==> config.mk <==
export PLATFORM = sky130hd
export DESIGN_NAME = cache_fill_arbiter
export DESIGN_NICKNAME = d
export VERILOG_FILES = /design/src/rtl/cache_fill_arbiter.sv
export SDC_FILE = /design/constraint.sdc
export NUM_CORES = 1
export LEC_CHECK = 0
export ABC_AREA = 1
export CAP_MARGIN = 20
export CORE_ASPECT_RATIO = 1.4
export CORE_MARGIN = 10
export CORE_UTILIZATION = 41
export CTS_BUF_LIST = sky130_fd_sc_hd__clkbuf_16
export DETAILED_ROUTE_END_ITERATION = 10
export HOLD_SLACK_MARGIN = 0.1
export PLACE_DENSITY = 0.87
export SYNTH_ARGS = -nofsm -noshare
export SYNTH_HDL_FRONTEND = slang
export SYNTH_SLANG_ARGS = --single-unit
==> constraint.sdc <==
create_clock -name clk -period 2.4 [get_ports clk]
set_input_delay 0.48 -clock clk [delete_from_list [all_inputs] [get_ports clk]]
set_output_delay 0.48 -clock clk [all_outputs]
set_load 0.005 [all_outputs]
==> src/rtl/cache_fill_arbiter.sv <==
// cache_fill_arbiter: owns the shared memory port, serving
// I/D line fills and D-cache write-through stores.
module cache_fill_arbiter #(
  parameter int LINE_WORDS = 8,
  parameter int ADDR_W = 16,
  parameter int DATA_W = 16
) (
  input  logic                          clk,
  input  logic                          rst_n,
  input  logic                          ic_miss,
  input  logic [ADDR_W-1:0]             ic_miss_addr,
  input  logic                          dc_miss,
  input  logic [ADDR_W-1:0]             dc_miss_addr,
  input  logic                          dc_wr,
  input  logic [ADDR_W-1:0]             dc_wr_addr,
  input  logic [DATA_W-1:0]             dc_wr_data,
  output logic                          dc_wr_ack,
  output logic                          mem_en,
  output logic                          mem_wr,
  output logic [ADDR_W-1:0]             mem_addr,
  output logic [DATA_W-1:0]             mem_wdata,
  input  logic [DATA_W-1:0]             mem_rdata,
  input  logic                          mem_rvalid,
  output logic                          fill_sel,
  output logic                          fill_we,
  output logic [$clog2(LINE_WORDS)-1:0] fill_word,
  output logic [DATA_W-1:0]             fill_data,
  output logic                          fill_tag_we,
  output logic                          busy
);

  localparam int WB = $clog2(LINE_WORDS);
  localparam logic [ADDR_W-1:0] OFF_MASK =
    ADDR_W'(LINE_WORDS * 2 - 1);
  localparam logic [WB:0] ONE_I = (WB+1)'(1);
  localparam logic [WB-1:0] ONE_R = WB'(1);

  typedef enum logic [1:0] {
    IDLE,
    STORE,
    FILL,
    DONE
  } state_t;

  state_t state;
  logic lastGrant;
  logic [WB:0] issueCnt;
  logic [WB-1:0] rcvCnt;
  logic [ADDR_W-1:0] baseAddr;
  logic pickD;
  logic anyMiss;
  logic [ADDR_W-1:0] missAddr;
  logic [ADDR_W-1:0] alignedBase;

  // pick the fill side: alternate on contention, else the lone miss
  always_comb begin
    pickD = dc_miss;
    if (dc_miss && ic_miss) pickD = ~lastGrant;
    anyMiss = dc_miss | ic_miss;
    missAddr = pickD ? dc_miss_addr : ic_miss_addr;
    alignedBase = missAddr & ~OFF_MASK;
  end

  assign fill_we = (state == FILL) && mem_rvalid;
  assign fill_word = rcvCnt;
  assign fill_data = mem_rdata;
  assign busy = (state != IDLE);

  // grant, issue word reads, count returns, registered outputs
  always_ff @(posedge clk) begin
    if (!rst_n) begin
      state <= IDLE;
      lastGrant <= 1'b1;
      issueCnt <= '0;
      rcvCnt <= '0;
      baseAddr <= '0;
      mem_en <= 1'b0;
      mem_wr <= 1'b0;
      mem_addr <= '0;
      mem_wdata <= '0;
      dc_wr_ack <= 1'b0;
      fill_sel <= 1'b0;
      fill_tag_we <= 1'b0;
    end else begin
      dc_wr_ack <= 1'b0;
      fill_tag_we <= 1'b0;
      unique case (state)
        IDLE: begin
          mem_en <= 1'b0;
          mem_wr <= 1'b0;
          mem_addr <= '0;
          mem_wdata <= '0;
          unique case (1'b1)
            dc_wr: begin
              state <= STORE;
              mem_en <= 1'b1;
              mem_wr <= 1'b1;
              mem_addr <= dc_wr_addr;
              mem_wdata <= dc_wr_data;
              dc_wr_ack <= 1'b1;
            end
            (!dc_wr && anyMiss): begin
              state <= FILL;
              lastGrant <= pickD;
              fill_sel <= pickD;
              baseAddr <= alignedBase;
              mem_en <= 1'b1;
              mem_addr <= alignedBase;
              issueCnt <= ONE_I;
              rcvCnt <= '0;
            end
            default: ;
          endcase
        end
        STORE: begin
          state <= IDLE;
          mem_en <= 1'b0;
          mem_wr <= 1'b0;
          mem_addr <= '0;
          mem_wdata <= '0;
        end
        FILL: begin
          if (!issueCnt[WB]) begin
            mem_en <= 1'b1;
            mem_addr <= baseAddr +
              ADDR_W'({issueCnt[WB-1:0], 1'b0});
            issueCnt <= issueCnt + ONE_I;
          end else begin
            mem_en <= 1'b0;
            mem_addr <= '0;
          end
          if (mem_rvalid) begin
            rcvCnt <= rcvCnt + ONE_R;
            if (&rcvCnt) begin
              state <= DONE;
              fill_tag_we <= 1'b1;
              mem_en <= 1'b0;
              mem_addr <= '0;
            end
          end
        end
        DONE: begin
          state <= IDLE;
          issueCnt <= '0;
          mem_en <= 1'b0;
          mem_addr <= '0;
        end
        default: state <= IDLE;
      endcase
    end
  end

endmodule
After elaboration in Yosys (flattened, before gate mapping)
Cells that the tools add are included.

cells by class
  add/subtract/negate cells = 3
  equal/unequal tests = 8
  reductions and logical operators = 19
  multiplexer cells = 27
  bitwise gates (word level) = 2

operator list
  kind                                                            count
  16-bit two-way mux                                              5
  16-bit case mux with 2 select lines                             2
  16-bit case mux with 3 select lines                             1
  16-bit by 4-bit adder with 16-bit output                        1
  3-bit AND reduction                                             5
  4-bit case mux with 3 select lines                              1
  4-bit two-way mux                                               2
  1-bit two-way mux                                               7
  3-bit two-way mux                                               2
  2-bit != test (second input constant)                           3
  2-bit case mux with 3 select lines                              1
  3-bit case mux with 2 select lines                              1
  2-bit AND reduction                                             3
  2-bit nonzero test                                              3
  4-bit by 1-bit adder with 4-bit output (second input constant)  1
  2-bit == test (second input constant)                           2
  2-bit two-way mux                                               2
  2-bit case mux with 2 select lines                              1
  2-bit OR reduction                                              2
  3-bit by 1-bit adder with 3-bit output (second input constant)  1
  1-bit logical AND                                               3
  3-bit != test (second input constant)                           1
  1-bit case mux with 3 select lines                              1
  3-bit nonzero test                                              1
  other kinds (7)                                                 7

word-level totals
  output and inout bits = 58
  flip-flop bits (word level) = 59
  logic and storage cells = 72
  bits of input ports = 86

Depth between registers and ports, before layout
Gate-level depths: netlist of run 1.

  word-level depth = 5
  depth in mapped cells = 8
  depth with buffers taken out = 8

Least setup slack after synthesis of run 1
No wires, ideal clock.

  path kind = register -> output
  from = register state[1]
  to = output port fill_we
  cell stages (with the launch flop) = 6
  data required time = 1.920 ns
  setup slack = 1.076 ns
  buffers on the path = 1
  data arrival time = 0.844 ns
  cell sequence = dfxtp_1 > buf_6 > nand2_4 > inv_1 > nand2_1 > inv_1

on the way
  word-level cells in the longest chain between the ends = 2

RTL lines
  item                    line  RTL
  from (decl)             45    state_t state;
  from (signal assigned)  72    state <= IDLE;
  from (signal assigned)  95    state <= STORE;
  from (signal assigned)  103   state <= FILL;
  2-bit == test           64    assign fill_we = (state == FILL) && mem_rvalid;
  1-bit logical AND       64
  to (decl)               25    output logic fill_we,

Every way passes these cells.

Worst setup path in the final report of run 1
  from = register state[0]
  to = output port fill_we

The elaborated chain is that of the path after synthesis.

==> results.toml, run 1 <==
[clock_tree]
hold_buffers = 0
clockRootBuffer = "clkbuf_16"
cts_tree = "built"
clk_path_buf_depth = 2
cts_resized = 0
cts_setup_buffers = 0
clk_latency_ns = 0.32
cts_buffers = 9
clkTransAtPathRegs_ns = 0.05
cts_sinks = 59
cts.htree.levels = 3

[critical_path]
crit_path_start_kind = "register"
path_class = "reg2out"
reg2reg_to = "baseAddr[11]"
crit_chain = "inv_1 > nand2_4 > inv_1 > nand2_1 > inv_1 > clkdlybuf4s50_1"
cp_max_fo = 5
crit_top_cell = "inv_1"
slowest_stage = "clkdlybuf4s50_1"
reg2reg_slack_ns = 0.81
crit_required_ns = 1.92
worstPathArrival_ns = 1.70
reg2reg_depth = 5
cp-end-kind = "output pin"
critPathMaxStageDelay_ns = 0.54
reg2reg_from = "state[1]"

[drt]
drt-pass1-iter-count = 5
viasPerCell = 4.913
drt_iter0_drc = 99
ant_nets = 0
wl_um = 7545
drt-wirelength-per-cell_um = 14.88
via_count = 2491
drc = 0

[logic_synthesis]
post_synth.cell_area_avg_sq_um = 7.496
synthCells = 343
synthTopCellsByCount = "100 x nand2_1, 59 x dfxtp_1, 35 x nand3_1"
netlist.area_leader.share_pct = 45.94
synth-edff-count = 0
ys_top_cells_by_area = "dfxtp_1 46%, nand2_1 15%, nand3_1 6.8%"
synth_seq_cells = 59
yosysWarnings = 0
yosys.area.top_type = "dfxtp_1"
synth_ff_type = "dfxtp_1"
synth_seq_area_share_pct = 45.94
synth_nets = 432
syn_area_sq_um = 2571
synth_cell_types = 24
async_flop_share_pct = 0
synth.most_common_cell = "nand2_1"

[layout]
fill_cells = 519
antenna_cells = 0
final_util_pct = 61.64
area_growth_pct = 47.88
multiInputGateArea_sq_um = 1079
final_nets = 520
design_area_sq_um = 3802
register_area_sq_um = 1181
drive_gt1_share_pct = 8.506

[pwr]
seqPwrFrac_pct = 39.5
p_int_uw = 2073
power.density_nw_per_um2 = 721.0
p_leak_uw = 0.001599
irDropWorstVdd_mv = 0.6523
switching_share_pct = 24.40
p_comb_share_pct = 17.2
switchingPower_uw = 668.8
p_clk_share_pct = 43.4

[placement]
pre_cts_ws_ns = 0.2091
placed_cell_area_sq_um = 3527
portBuffers = 103
gp_congestion = 0.7915
dp_hpwl_um = 5773

[sta]
tns_ns = 0
rsz0062_at_grt = "false"
max_slew_margin_pct = 51.21
max_freq_mhz = 458.4
setup_viol = 0
finalMaxSlewViolations = 0
max_slew.worst_pin.slew_ns = 0.7310
fin_worst_skew_ns = 0.01028
finalCritPeriodShare_pct = 90.90
finalHoldViolCount = 0
layout_setup_ws_ns = 0.2184
fin_crit_ns = 2.182

[global_route]
grt.overflow.total = 0
grt_first_pass_wirelength_um = 12250
grt_pass1_vias = 2601
antenna_found_initial = 0
gr-usage-all-layers_pct = 15.33
grt_max_degree = 23

[worst_hold_path]
min_to = "mem_wdata[11]"
hp-start = "mem_wdata[11]"
whs_path_depth = 2
hold_path_class = "reg2reg"

[die]
rows = 34
initial_core_util_pct = 41.68
dieArea_sq_um = 9884
core-area_sq_um = 6168
die_w_um = 86.93
num_io_pins = 144
die-height_um = 113.7

[run]
max_cap_viol_count = 0

[status]
status = "finished clean"
==> area by class of cell <==
type                    instances  share of cell area, %
clock buffers                   9                  5.923
well taps                      72                  2.369
flip-flops and latches         59                  31.06
clock inverters                 6                  1.316
inverters                      25                  2.468
repair buffers                110                  28.50
multi-input cells             226                  28.36
==> sequential cells by signal, summed over array words and instances (netlist names) <==
register and cells:
fill_sel 1, mem_addr 16, lastGrant 1, dc_wr_ack 1, mem_en 1, state 2, fill_word 3, mem_wdata 16
mem_wr 1, baseAddr 12, issueCnt 4, fill_tag_we 1
==> worst max-delay path, delay by kind of cell, from the launching register on <==
family | cells | cell delay (ns)
buffers and inverters | 4 | 0.89
flip-flops | 1 | 0.35
AND/OR/NAND/NOR | 2 | 0.14
==> per-layer routing <==
layer	track usage, %	share of wire [%]	vias to the layer above
li1	-	-	1251
met1	14.85	36	1142
met2	27.73	53	88
met3	6.919	9.6	10
met4	4.984	0.69	0
met5	0	0	-
==> layout by cell type (no fill, tap or decap), drive strengths merged <==
cell,synthesis,layout
nand4,2,2
a21oi,24,24
inv,25,27
o31ai,1,1
buf,25,7
or2,1,1
o21ai,28,28
bufinv,0,1
nand3,35,35
dfxtp,59,59
ha,3,3
clkbuf,8,9
nand2,103,103
clkinv,0,3
nor2,29,29
clkdlybuf4s50,0,103
==> how the worst max path moves through the flow <==
stage                     startpoint       to  slack [ns]  cells after the start
after floorplan             state[1]  fill_we        1.08                      5
after global placement    mem_rvalid  fill_we        0.23                      4
after detailed placement  mem_rvalid  fill_we        0.21                      4
after CTS                   state[0]  fill_we        0.20                      6
after global routing        state[0]  fill_we        0.12                      6
final                       state[0]  fill_we        0.22                      6
==> power groups by stage <==
stage | clock, uW | combinational, uW | sequential [uW]
floorplan | 0 | 240 | 1100
global placement | 0 | 462 | 1100
detailed placement | 0 | 474 | 1100
CTS | 1210 | 477 | 1080
global route | 1250 | 523 | 1090
finish | 1190 | 471 | 1080
==> per-stage QoR <==
stage | hold WS [ns] | power, uW | cells
2_1_floorplan | 0.4421 | 1342 | 343
3_3_place_gp | 0.4406 | 1559 | 492
3_5_place_dp | 0.4466 | 1575 | 492
4_1_cts | 0.4535 | 2767 | 507
5_1_grt | 0.4693 | 2863 | 507
6_report | 0.4505 | 2742 | 507
==> kinds of logic (layout without fill, tap and decap cells) <==
family          after synthesis  count (layout)  share of synthesized area, %
flops                        59              59                         45.94
simple gates                170             170                         28.47
fa+ha+maj                     3               3                         1.460
compound gates               53              53                         12.02
buf+inv                      58             150                         12.12
(Power assumes the default switching activity.)
==> run 2: changes to the inputs <==
--- a/config.mk
+++ b/config.mk
@@ -12,6 +12,7 @@
 export CORE_UTILIZATION = 41
 export CTS_BUF_LIST = sky130_fd_sc_hd__clkbuf_16
 export DETAILED_ROUTE_END_ITERATION = 10
+export GPL_TIMING_DRIVEN = 0
 export HOLD_SLACK_MARGIN = 0.1
 export PLACE_DENSITY = 0.87
 export SYNTH_ARGS = -nofsm -noshare
==> results.toml, run 2 (synthesis gave the netlist of run 1 again) <==
[status]
status = "finished clean"

[sta]
fin_worst_skew_ns = 0.008004
fin_crit_ns = 2.294
layout_setup_ws_ns = 0.1057
whs_ns = 0.4524
max_slew_margin_pct = 63.20
max_slew.worst_pin.slew_ns = 0.5520
finalMaxSlewViolations = 0
rsz0062_at_grt = "false"
tns_ns = 0
max_freq_mhz = 435.9
finalHoldViolCount = 0
finalCritPeriodShare_pct = 95.60
setup_viol = 0

[clock_tree]
clk_latency_ns = 0.32
cts_resized = 0
hold_buffers = 0
clk_path_buf_depth = 2
cts_tree = "built"
clkTransAtPathRegs_ns = 0.05
cts_setup_buffers = 0
cts_buffers = 9
clockRootBuffer = "clkbuf_16"
cts_sinks = 59
cts.htree.levels = 3

[global_route]
grt_pass1_vias = 2908
antenna_found_initial = 0
grt.overflow.total = 0
grt_max_degree = 11
gr-usage-all-layers_pct = 17.16
grt_first_pass_wirelength_um = 13590

[critical_path]
cp_max_fo = 10
reg2reg_from = "lastGrant"
crit_required_ns = 1.92
critPathMaxStageDelay_ns = 0.53
crit_buf_inv = 4
reg2reg_to = "baseAddr[8]"
slowest_stage = "clkdlybuf4s50_1"
reg2reg_slack_ns = 0.92
crit_top_cell = "inv_1"
cp-end-kind = "output pin"
worstPathArrival_ns = 1.81
cp_top_family = "buffers and inverters"
startpoint = "state[1]"
crit_chain = "buf_6 > nand2_4 > inv_1 > nand2_1 > inv_1 > clkdlybuf4s50_1"
crit_path_start_kind = "register"
worst-path-stages = 6
reg2reg_depth = 6
cp-endpoint = "fill_we"
path_class = "reg2out"

[drt]
viasPerCell = 4.862
drt_iter0_drc = 111
ant_nets = 0
via_count = 2674
drc = 0
drt-wirelength-per-cell_um = 15.54
wl_um = 8548
drt-pass1-iter-count = 4

[die]
rows = 34
num_io_pins = 144
core-area_sq_um = 6168
die-height_um = 113.7
dieArea_sq_um = 9884
die_w_um = 86.93
initial_core_util_pct = 41.68

[layout]
final_util_pct = 67.08
drive_gt1_share_pct = 12.13
final_nets = 562
antenna_cells = 0
fill_cells = 533
final_cell_mix = "119 x clkdlybuf4s50_1, 100 x nand2_1, 59 x dfxtp_1"
top_regs = "mem_addr (16), mem_wdata (16), baseAddr (12)"
final_common_cell = "clkdlybuf4s50_1"
area_growth_pct = 60.92

[placement]
dp_hpwl_um = 6625
portBuffers = 119
pre_cts_ws_ns = 0.2147
gp_congestion = 0.8116

[pwr]
p_leak_uw = 0.001758
power.density_nw_per_um2 = 689.2
irDropWorstVdd_mv = 0.4067

[run]
max_cap_viol_count = 0

[worst_hold_path]
hold_path_class = "reg2reg"
whs_path_depth = 2
## run 2: cell count changes in the layout (fill, tap and decap cells not counted), moves of 2 or more
cell             delta
buf_4              +13
buf_6               +2
clkdlybuf4s50_1    +16
buf_2               +2
clkinv_2            +2
clkbuf_1            +7
## run 2: report_power, final
part | internal (uW) | switching, uW | total (uW)
clock network | 789 | 442 | 1230
logic | 290 | 250 | 540
registers | 1050 | 30.6 | 1080
total | 2130 | 722 | 2850
## run 2: layer usage
layer,GRT usage [%],wire length (um)
met2,31.31,4493
met1,15.94,3058
met4,7.476,114
met5,0,0
met3,7.275,881
## run 2: area by class of cell
| class | count | area [sq um] | share of cell area [%] |
|---|---|---|---|
| Inverter | 25 | 93.84 | 2.268 |
| Clock inverter | 7 | 60.06 | 1.451 |
| Tap cell | 72 | 90.09 | 2.177 |
| Sequential cell | 59 | 1181 | 28.55 |
| Clock buffer | 9 | 225.2 | 5.443 |
| Multi-Input combinational cell | 226 | 1079 | 26.07 |
| Timing Repair Buffer | 119 | 1191 | 28.79 |
| Buffer | 33 | 217.7 | 5.262 |
## run 2: worst min path at each step
| stage | start | endpoint | slack (ns) |
|---|---|---|---|
| after floorplan | baseAddr[4] | baseAddr[4] | 0.44 |
| after CTS | mem_wdata[11] | mem_wdata[11] | 0.45 |
| after global routing | mem_wdata[11] | mem_wdata[11] | 0.47 |
| final | mem_wdata[11] | mem_wdata[11] | 0.45 |
| after detailed placement | mem_wdata[11] | mem_wdata[11] | 0.45 |
| after global placement | mem_wdata[0] | mem_wdata[0] | 0.44 |
## run 2: through the flow
stage	instance area, sq um	std cells	total power [uW]
2_1_floorplan	2571	343	1342
4_1_cts	4138	550	2874
3_3_place_gp	3852	534	1627
5_1_grt	4138	550	2969
6_report	4138	550	2852
3_5_place_dp	3852	534	1642
## run 2: tightest hold or removal path: stages, from the launching register on
cell     delay (ns)
dfxtp_1        0.30
nand3_1        0.06
nand2_1        0.05
